<file path="config.mk">
export PLATFORM = sky130hd
export DESIGN_NAME = bc_param_register
export DESIGN_NICKNAME = d
export VERILOG_FILES = /design/src/rtl/bc_pkg.sv /design/src/rtl/bc_cmd_decode.sv /design/src/rtl/bc_param_register.sv
export SDC_FILE = /design/constraint.sdc
export NUM_CORES = 1
export LEC_CHECK = 0
export BUFFER_PORTS_ARGS = -buffer_cell sky130_fd_sc_hd__clkbuf_2
export CAP_MARGIN = 10
export CELL_PAD_IN_SITES_DETAIL_PLACEMENT = 1
export CELL_PAD_IN_SITES_GLOBAL_PLACEMENT = 1
export CORE_MARGIN = 3
export CORE_UTILIZATION = 43
export CTS_BUF_LIST = sky130_fd_sc_hd__clkbuf_4 sky130_fd_sc_hd__clkbuf_8 sky130_fd_sc_hd__clkbuf_16
export CTS_CLUSTER_SIZE = 14
export DETAILED_ROUTE_END_ITERATION = 7
export PLACE_DENSITY_LB_ADDON = 0.1
export SYNTH_ARGS = -nofsm -noshare
export SYNTH_HDL_FRONTEND = slang
export SYNTH_SLANG_ARGS = --single-unit
</file>
<file path="constraint.sdc">
create_clock -name clk -period 4.1 [get_ports clk]
set_clock_uncertainty 0.05 [all_clocks]
set_input_delay 0.82 -clock clk [delete_from_list [all_inputs] [get_ports clk]]
set_output_delay 0.82 -clock clk [all_outputs]
set_load 0.01 [all_outputs]
</file>
<file path="src/rtl/bc_pkg.sv">
`default_nettype none
// ============================================================================
//  Module      : bc_pkg
//  Description : Shared definitions for the Basic Computer register slice:
//                standard register widths, the command bit layout and the
//                priority-ordered command encoding.
//  Revision    : 1.0 - initial release
// ============================================================================
package bc_pkg;

    // Standard datapath widths: address-type (AR/PC) and data-type (DR/AC/TR)
    localparam int AR_W = 12;
    localparam int DR_W = 16;

    // Number of register commands
    localparam int CMD_NUM = 6;

    // Bit position of each command in the command vector.
    // A lower index means a higher priority.
    localparam int CMD_BIT_CLR  = 0;
    localparam int CMD_BIT_LOAD = 1;
    localparam int CMD_BIT_INC  = 2;
    localparam int CMD_BIT_DEC  = 3;
    localparam int CMD_BIT_SHL  = 4;
    localparam int CMD_BIT_SHR  = 5;

    // Encoded selected command. The values follow the priority order.
    localparam logic [2:0] CMD_NONE = 3'd0;
    localparam logic [2:0] CMD_CLR  = 3'd1;
    localparam logic [2:0] CMD_LOAD = 3'd2;
    localparam logic [2:0] CMD_INC  = 3'd3;
    localparam logic [2:0] CMD_DEC  = 3'd4;
    localparam logic [2:0] CMD_SHL  = 3'd5;
    localparam logic [2:0] CMD_SHR  = 3'd6;

    typedef logic [CMD_NUM-1:0] cmd_vec_t;

    // Map a one-hot command vector (at most one bit set) to its encoding
    function automatic logic [2:0] cmd_onehot_to_code(input cmd_vec_t onehot);
        logic [2:0] code;
        code = CMD_NONE;
        if (onehot[CMD_BIT_CLR])  code = CMD_CLR;
        if (onehot[CMD_BIT_LOAD]) code = CMD_LOAD;
        if (onehot[CMD_BIT_INC])  code = CMD_INC;
        if (onehot[CMD_BIT_DEC])  code = CMD_DEC;
        if (onehot[CMD_BIT_SHL])  code = CMD_SHL;
        if (onehot[CMD_BIT_SHR])  code = CMD_SHR;
        return code;
    endfunction

endpackage : bc_pkg
`default_nettype wire

</file>
<file path="src/rtl/bc_cmd_decode.sv">
`default_nettype none
// ============================================================================
//  Module      : bc_cmd_decode
//  Description : Priority decoder for the register command bits. It returns
//                the winning command as a one-hot vector and as an encoded
//                value, and flags cycles where more than one command is
//                raised. The control unit's register-transfer checker uses
//                the same block.
//  Revision    : 1.0 - initial release
// ============================================================================
module bc_cmd_decode
    import bc_pkg::*;
(
    input  logic [CMD_NUM-1:0] cmd_in,
    output logic [CMD_NUM-1:0] cmd_onehot,
    output logic [2:0]         cmd_code,
    output logic               conflict
);

    // Keep only the lowest-index (highest-priority) asserted command
    always_comb begin
        logic found;
        found      = 1'b0;
        cmd_onehot = '0;
        for (int i = 0; i < CMD_NUM; i++) begin
            if (cmd_in[i] && !found) begin
                cmd_onehot[i] = 1'b1;
                found         = 1'b1;
            end
        end
    end

    // Encode the winner. A conflict exists when clearing the lowest set bit
    // still leaves some bit set.
    always_comb begin
        cmd_code = cmd_onehot_to_code(cmd_onehot);
        conflict = |(cmd_in & (cmd_in - CMD_NUM'(1)));
    end

endmodule : bc_cmd_decode
`default_nettype wire

</file>
<file path="src/rtl/bc_param_register.sv">
`default_nettype none
// ============================================================================
//  Module      : bc_param_register
//  Description : Parametrised Basic Computer register with load, inc, dec,
//                clear and rotate-through-E commands. Counting either wraps
//                or saturates. Outputs a combinational zero flag and a
//                sticky flag for conflicting commands.
//  Revision    : 1.0 - initial release
// ============================================================================
module bc_param_register
    import bc_pkg::*;
#(
    parameter int          WIDTH       = 16,
    parameter int          IN_WIDTH    = 16,
    parameter int          SATURATE    = 0,
    parameter logic [31:0] RESET_VALUE = 32'd0
) (
    input  logic                clk,
    input  logic                reset_n,
    input  logic                load,
    input  logic                inc,
    input  logic                dec,
    input  logic                clr,
    input  logic                shl,
    input  logic                shr,
    input  logic [IN_WIDTH-1:0] indata,
    output logic [WIDTH-1:0]    outdata,
    output logic                e_out,
    output logic                zero,
    output logic                cmd_error,
    input  logic                err_clr
);

    localparam logic [WIDTH-1:0] C_RESET_VALUE = RESET_VALUE[WIDTH-1:0];
    localparam logic [WIDTH-1:0] C_ONE         = WIDTH'(1);

    logic [WIDTH-1:0]   outdata_q, outdata_d;
    logic               e_q, e_d;
    logic               cmd_error_q, cmd_error_d;

    cmd_vec_t           w_cmd_vec;
    cmd_vec_t           w_cmd_onehot_unused;
    logic [2:0]         w_cmd_code;
    logic               w_conflict;
    logic [WIDTH-1:0]   w_load_data;

    // Assemble the command vector in priority order (bit 0 wins)
    always_comb begin
        w_cmd_vec               = '0;
        w_cmd_vec[CMD_BIT_CLR]  = clr;
        w_cmd_vec[CMD_BIT_LOAD] = load;
        w_cmd_vec[CMD_BIT_INC]  = inc;
        w_cmd_vec[CMD_BIT_DEC]  = dec;
        w_cmd_vec[CMD_BIT_SHL]  = shl;
        w_cmd_vec[CMD_BIT_SHR]  = shr;
    end

    bc_cmd_decode u_cmd_decode (
        .cmd_in     (w_cmd_vec),
        .cmd_onehot (w_cmd_onehot_unused),
        .cmd_code   (w_cmd_code),
        .conflict   (w_conflict)
    );

    // The bus can be wider than the register. The upper bits are dropped
    // without any error indication.
    assign w_load_data = indata[WIDTH-1:0];

    generate
        if (IN_WIDTH > WIDTH) begin : g_bus_wide
            logic w_unused_hi;
            assign w_unused_hi = ^indata[IN_WIDTH-1:WIDTH];
        end
    endgenerate

    // Next-state arithmetic for the register and E. Only one action runs per edge.
    always_comb begin
        outdata_d = outdata_q;
        e_d       = e_q;
        case (w_cmd_code)
            CMD_CLR: begin
                outdata_d = '0;
            end
            CMD_LOAD: begin
                outdata_d = w_load_data;
            end
            CMD_INC: begin
                if (SATURATE != 0) begin
                    // All-ones holds and reports the overflow attempt in E
                    if (&outdata_q) begin
                        e_d = 1'b1;
                    end else begin
                        outdata_d = outdata_q + C_ONE;
                    end
                end else begin
                    outdata_d = outdata_q + C_ONE;
                    if (&outdata_q) begin
                        e_d = 1'b1;
                    end
                end
            end
            CMD_DEC: begin
                if (SATURATE != 0) begin
                    // Zero holds and reports the underflow attempt in E
                    if (outdata_q == '0) begin
                        e_d = 1'b1;
                    end else begin
                        outdata_d = outdata_q - C_ONE;
                    end
                end else begin
                    outdata_d = outdata_q - C_ONE;
                    if (outdata_q == '0) begin
                        e_d = 1'b1;
                    end
                end
            end
            CMD_SHL: begin
                // Rotate left through E (CIL)
                {e_d, outdata_d} = {outdata_q, e_q};
            end
            CMD_SHR: begin
                // Rotate right through E (CIR)
                {outdata_d, e_d} = {e_q, outdata_q};
            end
            default: begin
            end
        endcase
    end

    // Sticky conflict flag. A new conflict wins over a clear on the same edge.
    always_comb begin
        cmd_error_d = cmd_error_q;
        if (w_conflict) begin
            cmd_error_d = 1'b1;
        end else if (err_clr) begin
            cmd_error_d = 1'b0;
        end
    end

    // State registers. Reset is asynchronous and overrides any command in flight.
    always_ff @(posedge clk or negedge reset_n) begin
        if (!reset_n) begin
            outdata_q   <= C_RESET_VALUE;
            e_q         <= 1'b0;
            cmd_error_q <= 1'b0;
        end else begin
            outdata_q   <= outdata_d;
            e_q         <= e_d;
            cmd_error_q <= cmd_error_d;
        end
    end

    assign outdata   = outdata_q;
    assign e_out     = e_q;
    assign cmd_error = cmd_error_q;
    assign zero      = (outdata_q == '0);

endmodule : bc_param_register
`default_nettype wire

</file>
# After elaboration in Yosys (flattened, before gate mapping)
# Index checks and enable logic that the tools add are counted.
# word_totals
ff_bits	18
in_bits	25
# classes
addsub	3
eq_ne	8
muxes	22
bitwise_logic	1
n_reduce_logical	17
# ops
operator	n
$pmux W16 S6	1
$add A16 B1 Y16 const B	1
$logic_not A16 Y1	1
$reduce_and A16 Y1	1
$sub A16 B1 Y16 const B	1
$mux W1	15
$eq A3 B3 Y1 const B	3
$mux W3	3
$and A6 B6 Y6	1
$eq A3 B2 Y1 const B	2
$reduce_bool A6 Y1	1
$reduce_or A6 Y1	1
$sub A6 B1 Y6 const B	1
$logic_and A1 B1 Y1	5
$logic_not A1 Y1	5
$mux W2	2
$ne A2 B2 Y1 const B	2
$pmux W1 S4	1
$reduce_bool A4 Y1	1
$eq A3 B1 Y1 const B	1
$reduce_and A3 Y1	1
$reduce_bool A2 Y1	1

# Depth between registers and ports, before layout
# Gate-level depths: netlist (run 1).
# depth
word_depth	20
depth_mapped	11

# Cells and area by module
# Synthesis (run 1) repeated with hierarchy kept, for this count alone.
# unflattened
hier_cells	270
hier_area_um2	2127.0
# modules_own_cells
module	n_inst	cells_each	area_each_um2
bc_param_register	1	250	1991.9
bc_cmd_decode	1	20	135.1

# Worst setup path before layout (run 1)
# Ideal clock, no wire load.
# synth_path
path_kind	in2reg
start	input port clr
end	register outdata_q[15] (netlist: outdata[15])
setup_ps	132
t_arrival_ps	2941
required_ps	3918
slack_ps	977
stages	10
path_buffers	1
path_cell_list	nor2_1 and3_1 ha_1 buf_2 a21o_1 a21o_2 a21oi_1 a21boi_0 o21ai_0 or3b_1
# synth_between
elab_chain_cells	19
elab_cells_between_ends	34
cone_classes	6 x eq/ne; 17 x mux; 11 x reduce/logical
# synth_lines
element	line_no	rtl
start, declared	bc_param_register.sv:23	input logic clr,
$mux W1 *	bc_cmd_decode.sv:26	if (cmd_in[i] && !found) begin
$logic_not A1 Y1	bc_cmd_decode.sv:26	
$logic_and A1 B1 Y1	bc_cmd_decode.sv:26	
$mux W1	bc_cmd_decode.sv:26	
$logic_not A1 Y1	bc_cmd_decode.sv:26	
$logic_and A1 B1 Y1	bc_cmd_decode.sv:26	
$mux W1	bc_cmd_decode.sv:26	
$logic_not A1 Y1	bc_cmd_decode.sv:26	
(+3 left out)	--	
$logic_and A1 B1 Y1	bc_cmd_decode.sv:26	
$mux W1	bc_cmd_decode.sv:26	
$logic_not A1 Y1	bc_cmd_decode.sv:26	
$logic_and A1 B1 Y1	bc_cmd_decode.sv:26	
$mux W1	bc_cmd_decode.sv:26	
$mux W3 *	bc_pkg.sv:47	if (onehot[CMD_BIT_SHR]) code = CMD_SHR;
$eq A3 B3 Y1 (tied with other cells)	bc_param_register.sv:80	case (w_cmd_code)
$pmux W16 S6 / $reduce_bool A6 Y1 (equally long branches)	--	
end signal, assigned	bc_param_register.sv:147	outdata_q <= outdata_d;
end, declared	bc_param_register.sv:37	logic [WIDTH-1:0] outdata_q, outdata_d;
# Mark *: on every way between the ends. The rest lies on a longest branch, timed or not.
# A chain may end at the register's enable or synchronous reset.

# Worst setup path after layout (run 1)
# Same ends and word-level chain as after synthesis.

==> results.md, run 1 <==
Timing:
- Adding up every negative setup slack in the final design gives 0 ns.
- Setup repair after global routing left no endpoint under its margin.
- The fraction of the cycle the final worst path needs is 82.7%.
- The smallest clock period supported by the final layout is computed as 3.39 ns.
- Setup violations remaining at the end of the flow were counted as 0.
- The hold violation total from the final report was 0.
- Headroom to the max-slew limit came out at 44.4%.
- For the pin with the worst max-slew slack, the measured transition is 0.830 ns.
- Based on the critical path, the design can be clocked at up to 295 MHz.
- The number of pins with negative max-slew slack in the final report is 0.

Setup path:
- On the critical path the largest part of the delay comes from simple AND/OR/NAND/NOR gates.
- In this run the register-to-register setup slack is 1.60 ns.
- The data required time at the worst endpoint is 4.20 ns.
- The number of cells traversed by the worst register-to-register path is 8.
- The critical-path maximum fanout is 9.
- The arrival time reported for the critical path endpoint is 3.49 ns.
- On the critical path, the stage with the largest delay is an instance of sky130_fd_sc_hd__and3_1.
- The start-to-end type of the worst setup path is input pin to flip-flop.
- The type of destination of the critical path is a flip-flop.
- The worst setup path is launched from an input pin.
- In this run the critical register-to-register path is launched from outdata[10].
- The largest incremental delay on the critical path is 0.37 ns.
- The end of the worst register-to-register path is outdata[15].
- The combined buffer and inverter count along the critical path is 2.
- Walking the worst path, the cells encountered are clkbuf_2, nor2_1, and3_1, buf_4, ha_1, a21oi_1, nand2_1, and3_2, o21ai_1, a21boi_0, o21ai_0, or3b_1.

Clocking:
- TritonCTS built the clock tree.
- The number of H-tree branching levels is 1.
- The insertion delay to the later sink of the worst-skew pair is 0.27 ns.
- The maximum count of clock buffers along a single path is 2.
- The clock net in this run drives a total of 18 sinks.
- Counting the buffers created by CTS gives 3.
- The CTS root buffer is sky130_fd_sc_hd__clkbuf_8.
- After clock tree synthesis, the clock-pin slew on the worst setup and hold paths is 0.08 ns.
- The total of cells resized after clock tree synthesis is 0.
- Buffers inserted to repair hold after CTS numbered 0.
- The number of buffers added for setup after CTS is 0.

Finish:
- Summing all flip-flop and latch instances after layout gives 450 um^2.
- The post-route netlist has 24.8% of its cells at a drive strength greater than 1.
- The combined area of the multi-input logic cells is 1290 um^2.
- The finished layout holds 306 standard cells, fillers aside.
- The number of fillers in the final layout is 494.
- The number of nets at the end of the flow is 299.
- The count of antenna diodes in the layout is 0.
- The utilization after layout is 55.4%.
- The area growth from synthesis to layout is 17.8%.

Job:
- The number of maximum-capacitance violations is 0.

Route:
- The routed layout has 1975 vias.
- The number of optimization iterations in the first detailed-route pass is 4.
- The count of nets left with antenna violations once routing finished came out at 0.
- The number of vias per cell is 6.45.
- The first routing iteration left 157 violations.
- In the final routed layout, each cell accounts on average for 20.1 um.
- The total wire length is 6140 um.
- The number of remaining DRC errors is 0.

Synthesis:
- The synthesized area per cell is 8.39 um^2.
- The share of synthesized registers carrying an async set or reset is 100%.
- The number of warning messages in the yosys log is 0.
- The number of different library cells in the post-synthesis netlist is 50.
- In the synthesized netlist, the number of instances is 216.
- The count of flip-flops with a built-in enable after synthesis is 0.
- The flip-flop cell with the highest count after synthesis is sky130_fd_sc_hd__dfrtp_1.
- Sequential cells were found to cover 24.8% of the synthesized design area.
- The register bit count reported by yosys is 18.
- The mapped netlist covers 1810 um^2.
- When the netlist entered floorplanning its net count stood at 256.

Power and ir drop:
- Power spread over the standard cell area amounts to 252 nW/um^2.
- Total power for the finished layout comes to 538 uW.
- The worst-case vdd ir drop is 0.000152 V.
- The reported leakage power is 0.00101 uW.

Floorplan:
- The floorplan step defined a die boundary enclosing 5030 um^2.
- The starting density of the core is 47.0%.
- The number of rows in the core area is 22.
- The floorplan step set the die height to 70.9 um.
- The total I/O pin count is 44.
- The x dimension of the die is 70.9 um.
- The floorplan core area is 3850 um^2.

Worst hold path:
- The class of the tightest hold or removal check is input pin to asynchronous set/reset pin.

Global route:
- For this run, the total global-route usage over all layers was measured as 25.0%.
- Entering global routing, the biggest net connects 19 pins.
- The wire length of the first global-routing pass is 10300 um.
- For this run the aggregate overflow at the end of global routing stands at 0.
- The number of global-route vias before repair is 1996.
- The initial antenna violation count came to 0.

Placement:
- Summed over all nets, the half-perimeter wirelength after detailed placement is 4440 um.
- The quantity of I/O buffers inserted on ports is 43.
- The placer's final routability congestion estimate is 0.888.
- Once placement completed, the tool counted placed cells totaling 302.

Outcome:
- The flow ran to the end, and the final reports show no timing, DRC or antenna violations.
[worst reg2reg max path: cells and delay by family (launching register included)]
family,cells,cell delay [ns]
AOI/OAI and AO/OA,4,0.78
and+or+nand+nor,3,0.68
DFF,1,0.48
adders and majority gates,1,0.40
[cell usage after synthesis, types with 2 or more instances]
cell / n / area (um^2)
sky130_fd_sc_hd__a211oi_1: 2 / 15.0
sky130_fd_sc_hd__a21o_1: 3 / 22.5
sky130_fd_sc_hd__a21o_2: 2 / 17.5
sky130_fd_sc_hd__a21oi_1: 14 / 70.1
sky130_fd_sc_hd__a21oi_2: 3 / 26.3
sky130_fd_sc_hd__a221o_1: 2 / 20.0
sky130_fd_sc_hd__a221oi_1: 6 / 52.6
sky130_fd_sc_hd__a222oi_1: 2 / 20.0
sky130_fd_sc_hd__a22o_1: 2 / 17.5
sky130_fd_sc_hd__a22oi_1: 20 / 150
sky130_fd_sc_hd__a31oi_1: 3 / 18.8
sky130_fd_sc_hd__and3_1: 4 / 25.0
sky130_fd_sc_hd__and3_2: 2 / 15.0
sky130_fd_sc_hd__buf_2: 3 / 15.0
sky130_fd_sc_hd__clkbuf_1: 6 / 22.5
sky130_fd_sc_hd__dfrtp_1: 18 / 450
sky130_fd_sc_hd__ha_1: 14 / 175
sky130_fd_sc_hd__inv_1: 7 / 26.3
sky130_fd_sc_hd__nand2_1: 14 / 52.6
sky130_fd_sc_hd__nand2b_1: 4 / 25.0
sky130_fd_sc_hd__nand4_1: 6 / 37.5
sky130_fd_sc_hd__nor2_1: 20 / 75.1
sky130_fd_sc_hd__nor2b_1: 4 / 25.0
sky130_fd_sc_hd__nor4_1: 6 / 37.5
sky130_fd_sc_hd__o211ai_1: 7 / 52.6
sky130_fd_sc_hd__o21ai_0: 7 / 35.0
sky130_fd_sc_hd__o21ai_1: 4 / 20.0
sky130_fd_sc_hd__xnor2_1: 6 / 52.6
sky130_fd_sc_hd__xor2_1: 4 / 35.0
[per-layer routing]
layer / wire [um] / up-vias / track usage (%)
met5: 0 / - / 0
met4: 31 / 0 / 5.01
met3: 385 / 7 / 4.55
met2: 3080 / 69 / 43.0
met1: 2640 / 971 / 32.9
li1: - / 928 / -
[how the worst max path moves through the flow]
stage	from	end	slack, ns	cells after the start
5_1_grt	clr	outdata[15]	0.52	12
4_1_cts	clr	outdata[15]	0.69	12
3_3_place_gp	clr	outdata[15]	0.70	12
6_report	clr	outdata[15]	0.71	12
3_5_place_dp	clr	outdata[15]	0.56	12
2_1_floorplan	clr	outdata[15]	0.98	10
[cell type report]
type | count | area share [%]
multi-input cells | 181 | 60.5
flip-flops and latches | 18 | 21.1
repair buffers | 48 | 11.8
well taps | 48 | 2.81
inverters | 7 | 1.23
clock buffers | 4 | 2.58
[through the flow]
step                area [um^2]  hold slack (ns)  worst slack, ns
floorplan                  1810            0.474            0.977
detailed placement         2080            0.448            0.557
finish                     2140            0.463            0.708
global placement           2080            0.465            0.703
CTS                        2140            0.475            0.686
global route               2140            0.488            0.516
[registers in the layout, summed over array words and instances (netlist names)]
name / count
outdata: 16
e_out: 1
cmd_error: 1
[kinds of logic after synthesis]
logic type	synth area share (%)
adders and majority gates	11.3
DFF	24.8
buffers and inverters	3.93
and+or+nand+nor	21.0
muxes	0.552
xor gates and xnor gates	4.83
AOI/OAI and AO/OA	33.5
[power breakdown]
| part | switching [uW] | total [uW] | leakage, uW | internal (uW) |
|---|---|---|---|---|
| clock network | 71.6 | 157 | 0.0000288 | 85.7 |
| logic | 87.8 | 155 | 0.000754 | 66.9 |
| registers | 33.3 | 226 | 0.000232 | 193 |
| total | 193 | 538 | 0.00101 | 345 |
[cells in the final DEF (no fill, tap or decap), drive strengths merged, types with 7 or more instances in the layout]
cell type and instances:
a21oi 17, a22oi 20, clkbuf 47, dfrtp 18, ha 14, inv 7, nand2 14, nor2 20
o211ai 7, o21ai 12
Power figures use the tool's default switching activity.
==> run 2: changes to the inputs <==
CORE_UTILIZATION = 36   (was 43)
clock period = 2.8 ns   (was 4.1 ns; I/O delays follow)
==> results.md, run 2 (synthesis results as in run 1) <==
Outcome:
- The run finished with clean final reports.

Finish:
- The utilization after layout is 53.3% (-2.1 points).
- The library cells used most frequently in the layout, excluding fill and tap cells, are sky130_fd_sc_hd__buf_4 (57), sky130_fd_sc_hd__clkbuf_2 (43), sky130_fd_sc_hd__a22oi_1 (20), sky130_fd_sc_hd__nor2_1 (19), sky130_fd_sc_hd__dfrtp_1 (18).
- The number of nets at the end of the flow is 352 (+18%).
- The share of layout cells above drive strength 1 is 38.1% (+13 points).
- The flip-flop count of the largest register, all copies and words added was 16 (unchanged).
- From synthesis to final layout, the design area changed by 40.7%.
- The library cell used most frequently in the layout, excluding fill and tap cells, is sky130_fd_sc_hd__buf_4.
- The count of antenna diodes in the layout is 0 (unchanged).
- The combined flip-flop and latch cell area is 450 um^2 (unchanged).
- The combined area of the multi-input logic cells is 1310 um^2 (+1.2%).
- The number of fillers in the final layout is 627 (+27%).

Power and ir drop:
- The power density normalized to cell area is 318 nW/um^2 (+26%).
- The worst-case vdd ir drop is 0.000249 V (+64%).
- The reported leakage power was 0.00128 uW (+26%).

Global route:
- The global routing usage summed across all routing layers is 23.5% (-1.5 points).
- The pin count of the biggest net entering global routing was 19 (unchanged).
- The overall overflow remaining after global route is 0 (unchanged).
- The initial antenna violation count is 0 (unchanged).
- The wire length of the first global-routing pass was 11200 um (+9.4%).
- The number of global-route vias before repair is 2178 (+9.1%).

Setup path:
- The type of destination of the critical path is a flip-flop.
- By startpoint and endpoint, the worst setup path is classified as input pin to flip-flop.
- STA classifies the critical path startpoint as an input pin.
- The arrival time reported for the critical path endpoint is 2.79 ns (-0.70 ns).
- The data required time at the worst endpoint is 2.94 ns (-1.26 ns).
- The critical-path maximum fanout came to 7 (-2).

Clocking:
- TritonCTS built the clock tree.
- The hold-fix buffer count after cts came to 0 (unchanged).
- The number of H-tree branching levels is 1 (unchanged).
- The clock transition at the register clock pins on the worst setup and hold paths after CTS is 0.09 ns (about the same).
- The insertion delay to the later sink of the worst-skew pair is 0.26 ns (about the same).
- In this run the clock root is driven by a sky130_fd_sc_hd__clkbuf_8.
- The total clock buffers created by CTS is 3 (unchanged).
- The number of buffers added for setup after CTS is 0 (unchanged).
- The number of clock sinks came to 18 (unchanged).
- The maximum count of clock buffers along a single path was 2 (unchanged).

Placement:
- The placer's final routability congestion estimate was 0.855 (-3.7%).
- The pre-CTS setup slack is -0.251 ns (-0.808 ns).
- The detailed placement HPWL is 5360 um (+21%).
- The quantity of I/O buffers inserted on ports is 43 (unchanged).

Timing:
- The transition at the pin with the smallest max-transition slack was 0.537 ns (-0.293 ns).
- The final worst slack is 0.148 ns (-0.560 ns).
- The worst hold slack after final layout was 0.210 ns (-0.253 ns).
- The hold violation total from the final report came to 0 (unchanged).
- The number of pins with negative max-slew slack in the final report is 0 (unchanged).
- The fraction of the cycle the final worst path needs is 94.7%.
- Setup repair after global routing left no endpoint under its margin.
- The max-slew headroom at the worst pin was 64.2% (+20 points).
- The setup-violating endpoint count in the final report came to 0 (unchanged).
- Subtracting the final worst setup slack from the clock period gives 2.65 ns.
- Derived from the worst setup path, the maximum achievable clock frequency is 377 MHz.

Floorplan:
- The x dimension of the die is 77.0 um (+8.5%).
- The floorplan die area is 5920 um^2 (+18%).
- The total I/O pin count is 44 (unchanged).
- The floorplan core area was 4790 um^2 (+24%).
- The starting density of the core is 37.9% (-9.2 points).
- The number of rows in the core area is 25 (+14%).
- The die extent in y was 77.0 um (+8.5%).

Route:
- The number of optimization iterations in the first detailed-route pass is 4 (unchanged).
- The starting DRC count in detailed routing is 120 (-24%).
- The wire length per cell after detailed routing is 18.4 um (-8.3%).
- The total wire length was 6940 um (+13%).
- The number of remaining DRC errors is 0 (unchanged).
- The remaining number of nets flagged by the antenna check after routing came to 0 (unchanged).
- The number of vias per cell is 5.79 (-10%).
- The number of vias after detailed routing is 2181 (+10%).

Worst hold path:
- The class of the tightest hold or removal check is input pin to asynchronous set/reset pin.

Job:
- The number of maximum-capacitance violations is 0 (unchanged).
==> run 2: cell count changes in the layout (fill, tap and decap cells not counted), sizes merged <==
cell / previous run / this run
clkbuf: 47 / 46
buf: 5 / 57
and3: 6 / 7
==> run 2: stage by stage <==
| step | TNS, ns | area, um^2 | std cells | total power [uW] |
|---|---|---|---|---|
| after floorplan | 0 | 1810 | 216 | 463 |
| after global placement | -0.875 | 2500 | 373 | 610 |
| after detailed placement | -1.46 | 2500 | 373 | 616 |
| after CTS | 0 | 2540 | 376 | 813 |
| after global routing | 0 | 2550 | 377 | 862 |
| final | 0 | 2550 | 377 | 811 |
==> run 2: final timing paths <==
path / depth (start not counted) / slack, ns / startpoint / to
max reg2reg: 8 / 0.50 / outdata[12] / outdata[15]
max: 11 / 0.15 / clr / outdata[8]
min: 1 / 0.21 / reset_n / outdata[14]
min in group clk: 1 / 0.47 / cmd_error / cmd_error
min reg2reg: 1 / 0.47 / cmd_error / cmd_error
max in group asynchronous: 1 / 2.12 / reset_n / outdata[15]
==> run 2: report_power, final <==
group / internal (uW) / leakage, uW / switching, uW / total [uW]
combinational: 141 / 0.00103 / 156 / 297
sequential: 282 / 0.000232 / 35.8 / 318
clock: 96.0 / 0.0000216 / 100 / 196
==> run 2: timing repair <==
action,CTS,global route
endpoints found under the setup margin,0,6
resized for setup,0,2
hold endpoints to repair,0,0
==> run 2: worst max-delay path: stages <==
cell and delay (ns):
sky130_fd_sc_hd__clkbuf_2 0.10, sky130_fd_sc_hd__nor2_2 0.22, sky130_fd_sc_hd__and3_2 0.34, sky130_fd_sc_hd__ha_1 0.27, sky130_fd_sc_hd__nor2b_1 0.15, sky130_fd_sc_hd__o31a_1 0.27, sky130_fd_sc_hd__o21ai_2 0.14, sky130_fd_sc_hd__nand2b_1 0.14
sky130_fd_sc_hd__a2111oi_2 0.37, sky130_fd_sc_hd__a31oi_1 0.09, sky130_fd_sc_hd__o21ai_1 0.15
==> run 2: final cells by class <==
type | instances | area share, %
multi-input cells | 182 | 51.2
flip-flops and latches | 18 | 17.7
inverters | 7 | 1.03
repair buffers | 100 | 25.2
well taps | 67 | 3.29
clock buffers | 3 | 1.62
==> run 2: per-layer routing <==
metal  track usage (%)  vias up  wire, um
li1                  -     1038         -
met1              31.6     1083      3210
met2              40.6       56      3380
met3              3.29        4       312
met4              3.80        0        40
met5                 0        -         0
